File: config.mk
export PLATFORM = sky130hd
export DESIGN_NAME = onchip_memory_arbiter
export DESIGN_NICKNAME = d
export VERILOG_FILES = /design/src/rtl/onchip_mem_arb_pkg.sv /design/src/rtl/onchip_memory_arbiter_rr_arbiter_2.sv /design/src/rtl/onchip_memory_arbiter.sv
export SDC_FILE = /design/constraint.sdc
export NUM_CORES = 1
export LEC_CHECK = 0
export BUFFER_PORTS_ARGS = -buffer_cell sky130_fd_sc_hd__buf_4
export CAP_MARGIN = 40
export CELL_PAD_IN_SITES_DETAIL_PLACEMENT = 0
export CELL_PAD_IN_SITES_GLOBAL_PLACEMENT = 1
export CORE_MARGIN = 10
export CORE_UTILIZATION = 18
export DETAILED_ROUTE_END_ITERATION = 7
export GPL_ROUTABILITY_DRIVEN = 0
export PLACE_DENSITY_LB_ADDON = 0.15
export RECOVER_POWER = 100
export SYNTH_ARGS = -nofsm -noshare
export SYNTH_HDL_FRONTEND = slang
export SYNTH_HIERARCHICAL = 1
export SYNTH_SLANG_ARGS = --single-unit
File: constraint.sdc
create_clock -name clk -period 4.2 [get_ports clk]
set_input_delay 0.63 -clock clk [delete_from_list [all_inputs] [get_ports clk]]
set_output_delay 0.63 -clock clk [all_outputs]
set_load 0.02 [all_outputs]
File: src/rtl/onchip_mem_arb_pkg.sv
// Shared types and constants for the two-master on-chip RAM arbiter.
// Latency: n/a (types only).
// Backpressure: n/a (types only).
package onchip_mem_arb_pkg;

   localparam int ADDR_W = 12;            // 4096 words
   localparam int DATA_W = 32;
   localparam int BE_W   = DATA_W / 8;

   // Master identifier: 0 = CPU0, 1 = CPU1
   typedef logic master_id_t;

   localparam master_id_t ID_M0 = 1'b0;
   localparam master_id_t ID_M1 = 1'b1;

   // Outstanding read: returns on the cycle after acceptance
   typedef struct packed {
      logic       valid;
      master_id_t id;
   } rd_pend_t;

endpackage

File: src/rtl/onchip_memory_arbiter_rr_arbiter_2.sv
// Two-way round-robin arbiter; on a tie the master not granted last time wins.
// Latency: grant is combinational from req in the same cycle.
// Backpressure: en low forces no grant (used to hold off all masters in reset).
// Ports: clk, reset (sync, active high), req[1:0], en -> grant[1:0] (one-hot or zero).
module rr_arbiter_2
   import onchip_mem_arb_pkg::*;
(
   input  logic       clk,
   input  logic       reset,
   input  logic [1:0] req,
   input  logic       en,
   output logic [1:0] grant
);

   // Resets to M1 so that M0 wins the first tie.
   master_id_t last_grant;

   always_comb begin
      grant = 2'b00;
      if (en) begin
         case (req)
            2'b01:   grant = 2'b01;
            2'b10:   grant = 2'b10;
            2'b11:   grant = (last_grant == ID_M1) ? 2'b01 : 2'b10;
            default: grant = 2'b00;
         endcase
      end
   end

   always_ff @(posedge clk) begin
      if (reset) begin
         last_grant <= ID_M1;
      end else if (grant[0]) begin
         last_grant <= ID_M0;
      end else if (grant[1]) begin
         last_grant <= ID_M1;
      end
   end

endmodule

File: src/rtl/onchip_memory_arbiter.sv
// Shares one single-port 1-cycle-read RAM between two Avalon-MM masters.
// Latency: accept in request cycle; readdatavalid exactly 1 cycle after accept.
// Backpressure: losing master sees waitrequest for one cycle; all masters wait in reset.
// Ports: clk, reset (sync, active high); m0_*/m1_* Avalon-MM slave ports;
//        mem_* to RAM s1 (address/byteenable/chipselect/write/writedata/clken, readdata in);
//        err_rw sticky flag for simultaneous read+write from a master.
module onchip_memory_arbiter #(
   parameter int ADDR_W = onchip_mem_arb_pkg::ADDR_W,
   parameter int DATA_W = onchip_mem_arb_pkg::DATA_W,
   parameter int BE_W   = onchip_mem_arb_pkg::BE_W
) (
   input  logic              clk,
   input  logic              reset,

   input  logic [ADDR_W-1:0] m0_address,
   input  logic [BE_W-1:0]   m0_byteenable,
   input  logic              m0_read,
   input  logic              m0_write,
   input  logic [DATA_W-1:0] m0_writedata,
   output logic              m0_waitrequest,
   output logic [DATA_W-1:0] m0_readdata,
   output logic              m0_readdatavalid,

   input  logic [ADDR_W-1:0] m1_address,
   input  logic [BE_W-1:0]   m1_byteenable,
   input  logic              m1_read,
   input  logic              m1_write,
   input  logic [DATA_W-1:0] m1_writedata,
   output logic              m1_waitrequest,
   output logic [DATA_W-1:0] m1_readdata,
   output logic              m1_readdatavalid,

   output logic [ADDR_W-1:0] mem_address,
   output logic [BE_W-1:0]   mem_byteenable,
   output logic              mem_chipselect,
   output logic              mem_write,
   output logic [DATA_W-1:0] mem_writedata,
   output logic              mem_clken,
   input  logic [DATA_W-1:0] mem_readdata,

   output logic              err_rw
);

   import onchip_mem_arb_pkg::*;

   logic [1:0] req;
   logic [1:0] grant;
   logic       rd_acc;
   rd_pend_t   rd_pend;

   assign req = {m1_read | m1_write, m0_read | m0_write};

   rr_arbiter_2 u_arb (
      .clk   (clk),
      .reset (reset),
      .req   (req),
      .en    (~reset),
      .grant (grant)
   );

   assign m0_waitrequest = req[0] & ~grant[0];
   assign m1_waitrequest = req[1] & ~grant[1];

   // Address/data mux; the idle default to m0 is harmless since chipselect is low.
   always_comb begin
      mem_address    = m0_address;
      mem_byteenable = m0_byteenable;
      mem_writedata  = m0_writedata;
      if (grant[1]) begin
         mem_address    = m1_address;
         mem_byteenable = m1_byteenable;
         mem_writedata  = m1_writedata;
      end
   end

   assign mem_chipselect = |grant;
   assign mem_write      = (grant[0] & m0_write) | (grant[1] & m1_write);
   assign mem_clken      = 1'b1;

   // Read+write together is executed as a write, so it never produces read data.
   assign rd_acc = (grant[0] & m0_read & ~m0_write) | (grant[1] & m1_read & ~m1_write);

   always_ff @(posedge clk) begin
      if (reset) begin
         rd_pend <= '0;
      end else begin
         rd_pend.valid <= rd_acc;
         rd_pend.id    <= grant[1] ? ID_M1 : ID_M0;
      end
   end

   always_ff @(posedge clk) begin
      if (reset) begin
         err_rw <= 1'b0;
      end else if ((m0_read & m0_write) | (m1_read & m1_write)) begin
         err_rw <= 1'b1;
      end
   end

   // Gating with ~reset drops a return that lands in a reset cycle.
   assign m0_readdatavalid = rd_pend.valid & (rd_pend.id == ID_M0) & ~reset;
   assign m1_readdatavalid = rd_pend.valid & (rd_pend.id == ID_M1) & ~reset;

   assign m0_readdata = mem_readdata;
   assign m1_readdata = mem_readdata;

endmodule

== Yosys cells after proc, flatten, opt, wreduce, memory -nomap -nowiden ==
Cells that the tools add are included.
Cells by class
  multiply operators: 0
  equality and inequality tests: 3
  reduce and logical (&&, ||, !) cells: 2
  divide/modulo/power cells: 0
  shift operators: 0
  $add $sub $neg: 0
  bitwise operators: 25
  mux-type cells: 9
  $lt $le $gt $ge: 0
Operators with widths (count)
  $mux 32: 1
  $and 1x1->1: 14
  $mux 12: 1
  $not 1->1: 6
  $pmux 2 s3: 1
  $or 1x1->1: 5
  $eq 2x2->1 const B: 2
  $mux 2: 2
  $mux 4: 1
  $mux 1: 3
  $eq 2x1->1 const B: 1
  $reduce_bool 2->1: 1
  $reduce_or 2->1: 1
Storage, ports and cells
  bits in registers: 4
  memory bits (writable): 0
  output and inout port bits: 120
  ROM bits: 0
  memories: 0
  logic and storage cells: 43
  bits of input ports: 134
  bits in latches: 0

== Longest topological paths before layout ==
Gate-level depths: netlist of run 1.
  word-level depth: 7
  depth in mapped cells: 7
  depth with buffers taken out: 5

== Hierarchy ==
The synthesis of run 1 kept the hierarchy.
Modules (own cells, without submodules)
  onchip_memory_arbiter: cells an instance 138, area each 1460.2 µm², instances 1, sequential area each 60.1 µm²
  rr_arbiter_2: cells an instance 8, area each 58.8 µm², instances 1, sequential area each 20.0 µm²

== Worst setup path after synthesis of run 1 ==
No wires, ideal clock.
  kind: input to output
  start point: in m0_write
  end point: out mem_byteenable[0]
  slack: 1.804 ns
  buffers on the path: 2
  data required time: 3.570 ns
  arrival time: 1.766 ns
  stages on the path: 5
  cells stage by stage: or2_2 > a21oi_1 > buf_6 > buf_6 > mux2_4
On the way
  word-level cells in the longest chain between the ends: 5
  elaborated cells on any way between the ends: 7
  those cells by class: eq/ne (3); mux (3); bitwise (1)
Ends and longest elaborated chain
  start: declaration: RTL line onchip_memory_arbiter.sv:18  | input logic m0_write,
  $or 1x1->1 *: RTL line onchip_memory_arbiter.sv:51  | assign req = {m1_read | m1_write, m0_read | m0_write};
  $eq 2x2->1 / $eq 2x1->1 (equally long branches): RTL line onchip_memory_arbiter_rr_arbiter_2.sv:21  | case (req)
  $pmux 2 s3 *: RTL line onchip_memory_arbiter_rr_arbiter_2.sv:21
  $mux 2 *: RTL line onchip_memory_arbiter_rr_arbiter_2.sv:20  | if (en) begin
  net grant[1]: RTL line onchip_memory_arbiter.sv:47  | logic [1:0] grant;
  $mux 4 *: RTL line onchip_memory_arbiter.sv:69  | if (grant[1]) begin
  end: declaration: RTL line onchip_memory_arbiter.sv:34  | output logic [BE_W-1:0] mem_byteenable,
Mark *: on every way through the listed nets, which the timed path passes. The rest lies on a longest branch.

== Worst setup path after layout of run 1 ==
  start point: in m0_write
  end point: out mem_byteenable[3]
On the way
  word-level cells in the longest chain between the ends: 5
  elaborated cells on any way between the ends: 7
  those cells by class: eq/ne (3); mux (3); bitwise (1)
Ends and longest elaborated chain
  $or 1x1->1 *: RTL line onchip_memory_arbiter.sv:51
  net req[0]: RTL line onchip_memory_arbiter.sv:46  | logic [1:0] req;
  $eq 2x2->1 / $eq 2x1->1 (equally long branches): RTL line onchip_memory_arbiter_rr_arbiter_2.sv:21
  $pmux 2 s3 *: RTL line onchip_memory_arbiter_rr_arbiter_2.sv:21
  $mux 2 *: RTL line onchip_memory_arbiter_rr_arbiter_2.sv:20
  net grant[1]: RTL line onchip_memory_arbiter.sv:47
  $mux 4 *: RTL line onchip_memory_arbiter.sv:69
Marked as above.

==> impl_metrics.py, run 1 <==
metrics = {
    "status": {
        "status": "completed",
    },
    "cts": {
        "clock_sinks": 4,
        "cts_resized": 0,
        "cts_buffers": 3,
        "worst_skew_pair.late_latency_ns": 0.22,
        "cts_tree": "built",
        "cts_buffer_depth": 2,
        "postCtsHoldBufs": 0,
        "cts_post_setup_buffers_inserted": 0,
        "root_buffer": "clkbuf_8",
        "ctsHtreeMaxLevel": 1,
        "cts.clk_slew.worst_paths_ns": 0.03,
    },
    "sta": {
        "clock.fmax_ghz": 0.305,
        "hold_viol": 0,
        "fin_setup_tns_ns": 0,
        "fin_skew_ns": 0.00412,
        "finalSetupViolCount": 0,
        "finalCritPeriodShare_pct": 78.0,
        "slew_headroom_pct": 57.2,
        "hold_slack_ns": 0.490,
        "rsz0062_at_grt": "false",
        "finalMaxSlewViolations": 0,
        "worst_slew_pin_slew_ns": 0.642,
        "finalCriticalPeriod_ns": 3.28,
        "fin_ws_ns": 0.924,
    },
    "drt": {
        "drt_iter0_markers": 51,
        "avgRoutedWirePerCell_um": 18.8,
        "drtPass1Iterations": 4,
        "drc_errors": 0,
        "ant_nets": 0,
        "vias": 1316,
        "via_per_inst": 3.86,
        "routed_wl_um": 6410,
    },
    "cells_and_area": {
        "finalInstanceArea_um2": 2100,
        "drive_gt1_share_pct": 66.9,
        "nets": 372,
        "area_delta_synth_final_pct": 38.4,
        "post-route-util_pct": 25.6,
        "multi_input_area_um2": 743,
        "ff_latch_area_um2": 80.1,
        "final.fill_count": 925,
        "antenna_cells": 0,
        "final_cells": 341,
    },
    "critical_path": {
        "cp-end-kind": "output port",
        "start_kind": "input pin",
        "cp.arrival_ns": 2.65,
        "critPathKind": "in2out",
        "crit_required_ns": 3.57,
        "crit_fanout": 24,
    },
    "grt": {
        "grt_pass1_vias": 1368,
        "grt_overflow_total": 0,
        "grt_pass1_wl_um": 8910,
        "grt_max_degree": 25,
        "grt_use_total_pct": 8.88,
        "antenna_found_initial": 0,
    },
    "die": {
        "start_util_pct": 18.5,
        "die_height_um": 112,
        "io-pin-count": 254,
        "die_x_um": 112,
        "rows": 33,
        "die_area_um2": 12500,
        "core_um2": 8220,
    },
    "power_and_ir_drop": {
        "cellLeakagePower_nw": 1.04,
        "vdd_drop_max_uv": 143,
        "power.total_mw": 0.389,
        "p_per_area_nw_per_um2": 185,
    },
    "place": {
        "dpl_cell_area_um2": 2280,
        "io_buffers": 156,
        "place_inst": 338,
        "hpwlAfterDp_um": 5630,
        "pre_cts_slack_ns": 1.18,
    },
    "synth": {
        "synthTopCellsByArea": "mux2_4 44%, buf_4 32%, buf_12 5.3%",
        "ys_seq_area_share_pct": 5.27,
        "yosys.area.top_type_share_pct": 44.5,
        "synth_area_per_cell_um2": 10.4,
        "ys_warn_count": 6,
        "synth.distinct_cells": 20,
        "synth-seq-cells": 4,
        "synth_top_cell_by_area": "mux2_4",
        "syn_inst": 146,
        "synth.cell_area_um2": 1520,
        "syn_nets": 280,
    },
    "min_path": {
        "hold_class": "reg2reg",
    },
    "job": {
        "max_cap_violations": 0,
    },
}
layer usage:
| layer | vias to the layer above | track usage, % | part of all wire [%] |
|---|---|---|---|
| met4 | 0 | 1.97 | 0.67 |
| li1 | 607 | - | - |
| met1 | 578 | 9.70 | 40 |
| met3 | 17 | 4.19 | 12 |
| met2 | 114 | 15.3 | 47 |
| met5 | - | 0 | 0 |
kinds of logic (layout without fill, tap and decap cells):
kind of cell,after synthesis,count (layout),share of synthesized area (%)
other cells,1,1,0.247
compound gates,6,6,2.72
mux,48,48,46.7
buf+inv,73,163,39.4
simple gates,14,14,5.68
flops,4,4,5.27
sequential cells by signal, indices dropped and copies added, names as in the netlist:
signal	count
err_rw	1
rd_pend	2
u_arb/last_grant	1
worst max-delay path: stages:
cell and delay (ns):
clkbuf_1 0.10, or2_2 0.34, a21oi_4 0.38, clkbuf_2 0.60, mux2_2 0.40, clkbuf_1 0.17
final timing paths:
kind	from	endpoint	slack, ns	cells past startpoint
max	m0_write	mem_byteenable[3]	0.92	6
min	err_rw	err_rw	0.49	2
max reg2reg	u_arb/last_grant	rd_pend[1]	3.13	3
min reg2reg	err_rw	err_rw	0.49	2
placed cells by master, fill, tap and decap left out:
cell / n
nand2_1: 2
nor2b_1: 3
a21oi_4: 1
nor3b_1: 1
a21oi_1: 2
and3b_1: 1
nor2_1: 1
nand3b_1: 2
a22o_1: 1
mux2_1: 29
dfxtp_1: 4
and3_1: 1
a221oi_1: 1
clkbuf_8: 3
buf_12: 1
conb_1: 1
clkbuf_2: 1
a211o_1: 1
mux2_4: 16
inv_1: 2
buf_4: 130
clkbuf_1: 26
mux2_2: 3
or2_2: 3
synthesized netlist by cell type:
| master | instances |
|---|---|
| and3b_1 | 1 |
| mux2_2 | 3 |
| nor2_1 | 1 |
| buf_12 | 4 |
| buf_4 | 65 |
| nand2_1 | 2 |
| buf_6 | 2 |
| nor3b_1 | 1 |
| nand3b_1 | 2 |
| inv_1 | 2 |
| a211o_1 | 1 |
| a221oi_1 | 1 |
| and3_1 | 1 |
| a21oi_1 | 3 |
| dfxtp_1 | 4 |
| mux2_4 | 45 |
| or2_2 | 3 |
| nor2b_1 | 3 |
| conb_1 | 1 |
| a22o_1 | 1 |
cell type report:
| cell class | instances | area share [%] |
|---|---|---|
| timing repair buffer | 158 | 52.3 |
| multi-input combinational | 69 | 35.4 |
| tap | 105 | 6.25 |
| sequential | 4 | 3.81 |
| clock buffer | 3 | 1.96 |
| inverter | 2 | 0.357 |
where the power goes:
group,internal (mW),switching (mW)
clock network,0.0611,0.0196
registers,0.0407,0.00184
logic,0.142,0.124
total,0.244,0.145
No activity file was read; power rests on OpenSTA's default activity.
==> inputs of run 2 (changes only) <==
--- a/config.mk
+++ b/config.mk
@@ -5,12 +5,13 @@
 export SDC_FILE = /design/constraint.sdc
 export NUM_CORES = 1
 export LEC_CHECK = 0
+export ABC_AREA = 1
 export BUFFER_PORTS_ARGS = -buffer_cell sky130_fd_sc_hd__buf_4
 export CAP_MARGIN = 40
 export CELL_PAD_IN_SITES_DETAIL_PLACEMENT = 0
 export CELL_PAD_IN_SITES_GLOBAL_PLACEMENT = 1
 export CORE_MARGIN = 10
-export CORE_UTILIZATION = 18
+export CORE_UTILIZATION = 12
 export DETAILED_ROUTE_END_ITERATION = 7
 export GPL_ROUTABILITY_DRIVEN = 0
 export PLACE_DENSITY_LB_ADDON = 0.15
==> constraint.sdc (replaced) <==
create_clock -name clk -period 2.9 [get_ports clk]
set_input_delay 0.435 -clock clk [delete_from_list [all_inputs] [get_ports clk]]
set_output_delay 0.435 -clock clk [all_outputs]
set_load 0.02 [all_outputs]
==> run 2 against run 1 <==
  * Combinational power rose by 36%
  * Critical path type unchanged
  * Total power increased by 65%
  * Clock power rose to 2.7 times the previous value
  * Final cell count grew 44%
  * Die area up 29%
  * Via count grew 31%
  * Sequential cell count did not move
  * First-iteration DRC count decreased by 22%
  * Clock skew barely moved
  * Largest power group unchanged
==> impl_metrics.py, run 2 <==
metrics = {
    "status": {
        "status": "completed",
    },
    "sta": {
        "finalSetupViolCount": 0,
        "finalMaxSlewViolations": 0,
        "rsz0062_at_grt": "false",
        "fin_skew_ns": 0.00373,
        "slew_headroom_pct": 65.1,
        "finalCritPeriodShare_pct": 79.1,
        "finalCriticalPeriod_ns": 2.29,
        "worst_slew_pin_slew_ns": 0.523,
        "clock.fmax_ghz": 0.436,
        "fin_setup_tns_ns": 0,
        "hold_viol": 0,
    },
    "min_path": {
        "hold_class": "in2reg",
    },
    "cts": {
        "ctsHtreeMaxLevel": 1,
        "cts.clk_slew.worst_paths_ns": 0.03,
        "postCtsHoldBufs": 0,
        "cts_buffer_depth": 2,
        "worst_skew_pair.late_latency_ns": 0.23,
        "cts_buffers": 3,
        "cts_post_setup_buffers_inserted": 0,
        "root_buffer": "clkbuf_16",
        "cts_resized": 0,
        "clock_sinks": 4,
        "cts_tree": "built",
    },
    "drt": {
        "routed_wl_um": 6640,
        "drt_iter0_markers": 40,
        "via_per_inst": 3.51,
        "avgRoutedWirePerCell_um": 13.5,
        "drc_errors": 0,
        "vias": 1722,
        "drtPass1Iterations": 3,
        "ant_nets": 0,
    },
    "critical_path": {
        "critPathSlowestCell": "inv_4",
        "start_kind": "input pin",
        "crit_top_cell": "nand2_1",
        "path_cells": "buf_4 > inv_1 > nand2_1 > nand2_1 > inv_1 > nand2_1 > inv_2 > inv_4 > nand2_1 > nand2_1 > clkbuf_1",
        "cp.arrival_ns": 1.86,
        "crit_required_ns": 2.47,
        "crit_fanout": 51,
        "critPathKind": "in2out",
        "cpPeakStageDelay_ns": 0.38,
        "cp-end-kind": "output port",
    },
    "cells_and_area": {
        "ff_latch_area_um2": 80.1,
        "final_common_cell": "nand2_1",
        "final_cells": 490,
        "nets": 483,
        "layout_common_cells": "157 x nand2_1, 102 x buf_4, 56 x clkbuf_1",
        "final.fill_count": 1397,
        "antenna_cells": 0,
        "post-route-util_pct": 17.9,
        "reg.largest.list": "rd_pend: 2 flops, err_rw: 1 flops, u_arb/last_grant: 1 flops",
        "multi_input_area_um2": 667,
        "largest_reg_flops": 2,
        "regMostFlops": "rd_pend",
        "drive_gt1_share_pct": 31.7,
        "area_delta_synth_final_pct": 46.7,
    },
    "synth": {
        "synth_area_per_cell_um2": 5.27,
        "synth_top_cell_by_area": "nand2_1",
        "yosys.area.top_type_share_pct": 42.4,
        "synth.cell_area_um2": 1380,
        "yosysMostFrequentCell": "nand2_1",
        "synth-edff-count": 0,
        "ys_warn_count": 6,
        "async_reset_ff_share_pct": 0,
        "syn_nets": 396,
        "syn_inst": 262,
        "ys_seq_area_share_pct": 5.80,
        "synth-seq-cells": 4,
        "synthTopCellsByArea": "nand2_1 42%, buf_4 36%, dfxtp_1 5.8%",
        "synthTopCellsByCount": "156 x nand2_1, 66 x buf_4, 11 x inv_1, 6 x buf_6",
        "synth.distinct_cells": 16,
        "synth-main-ff-cell": "dfxtp_1",
    },
    "grt": {
        "antenna_found_initial": 0,
        "grt_max_degree": 52,
        "grt_overflow_total": 0,
        "grt_pass1_wl_um": 9570,
        "grt_use_total_pct": 7.31,
        "grt_pass1_vias": 1736,
    },
    "die": {
        "die_x_um": 127,
        "core_um2": 11300,
        "die_area_um2": 16200,
        "rows": 39,
        "start_util_pct": 12.2,
        "die_height_um": 127,
        "io-pin-count": 254,
    },
    "place": {
        "io_buffers": 156,
        "hpwlAfterDp_um": 5630,
        "place_inst": 487,
    },
    "power_and_ir_drop": {
        "vdd_drop_max_uv": 218,
        "p_per_area_nw_per_um2": 316,
        "cellLeakagePower_nw": 1.17,
    },
    "job": {
        "max_cap_violations": 0,
    },
}
run 2: cell count changes in the layout (fill, tap and decap cells not counted), sizes merged, moves of 2 or more:
cell    change
nand2     +155
mux2       -48
buf        -29
clkbuf     +29
inv        +10
nand3       +3
nor2b       -3
or2         -3
nor2        +2
run 2: report_power, final:
part	total, mW	leakage [nW]	internal [mW]	switching [mW]
Sequential	0.0607	0.0330	0.0589	0.00181
Clock	0.217	0.0370	0.176	0.0409
Combinational	0.362	1.10	0.146	0.217
run 2: final timing paths:
check | cells past startpoint | slack (ns) | startpoint | to
setup / recovery | 11 | 0.61 | m1_write | mem_writedata[16]
hold / removal | 2 | 0.41 | reset | rd_pend[1]
setup reg to reg | 5 | 1.74 | u_arb/last_grant | rd_pend[0]
hold reg to reg | 2 | 0.51 | u_arb/last_grant | u_arb/last_grant
run 2: layout make-up:
type                            count  area share [%]
Clock buffer                        3            3.71
Inverter                           12            2.35
Multi-Input combinational cell    170            32.9
Sequential cell                     4            3.96
Tap cell                          143            8.84
Timing Repair Buffer              158            48.2
run 2: per-layer routing:
layer | track usage, % | up-vias | wire [µm]
met5 | 0 | - | 0
met4 | 2.48 | 0 | 137
met3 | 3.80 | 25 | 851
met2 | 13.9 | 89 | 3520
met1 | 6.48 | 729 | 2130
li1 | - | 879 | -
run 2: cell families (layout without fill, tap and decap cells):
group / count (synthesis) / count (layout) / share of synthesized area [%]
other: 1 / 1 / 0.272
DFF: 4 / 4 / 5.80
AOI/OAI and AO/OA: 5 / 5 / 2.18
and+or+nand+nor: 164 / 164 / 46.1
buffers and inverters: 88 / 173 / 45.7
run 2: through the flow:
step                hold slack, ns  setup WS, ns  total power [mW]  cell area (µm²)
floorplan                    0.469          1.03             0.390             1380
global placement             0.511         0.665             0.497             2160
detailed placement           0.505         0.665             0.493             2160
CTS                          0.404         0.665             0.717             2240
global route                 0.406         0.376             0.691             2020
finish                       0.407         0.606             0.640             2020
run 2: critical path: cells and delay by family:
kind,cells,cell delay (ns)
AND/OR/NAND/NOR,5,0.43
buffers and inverters,6,0.98
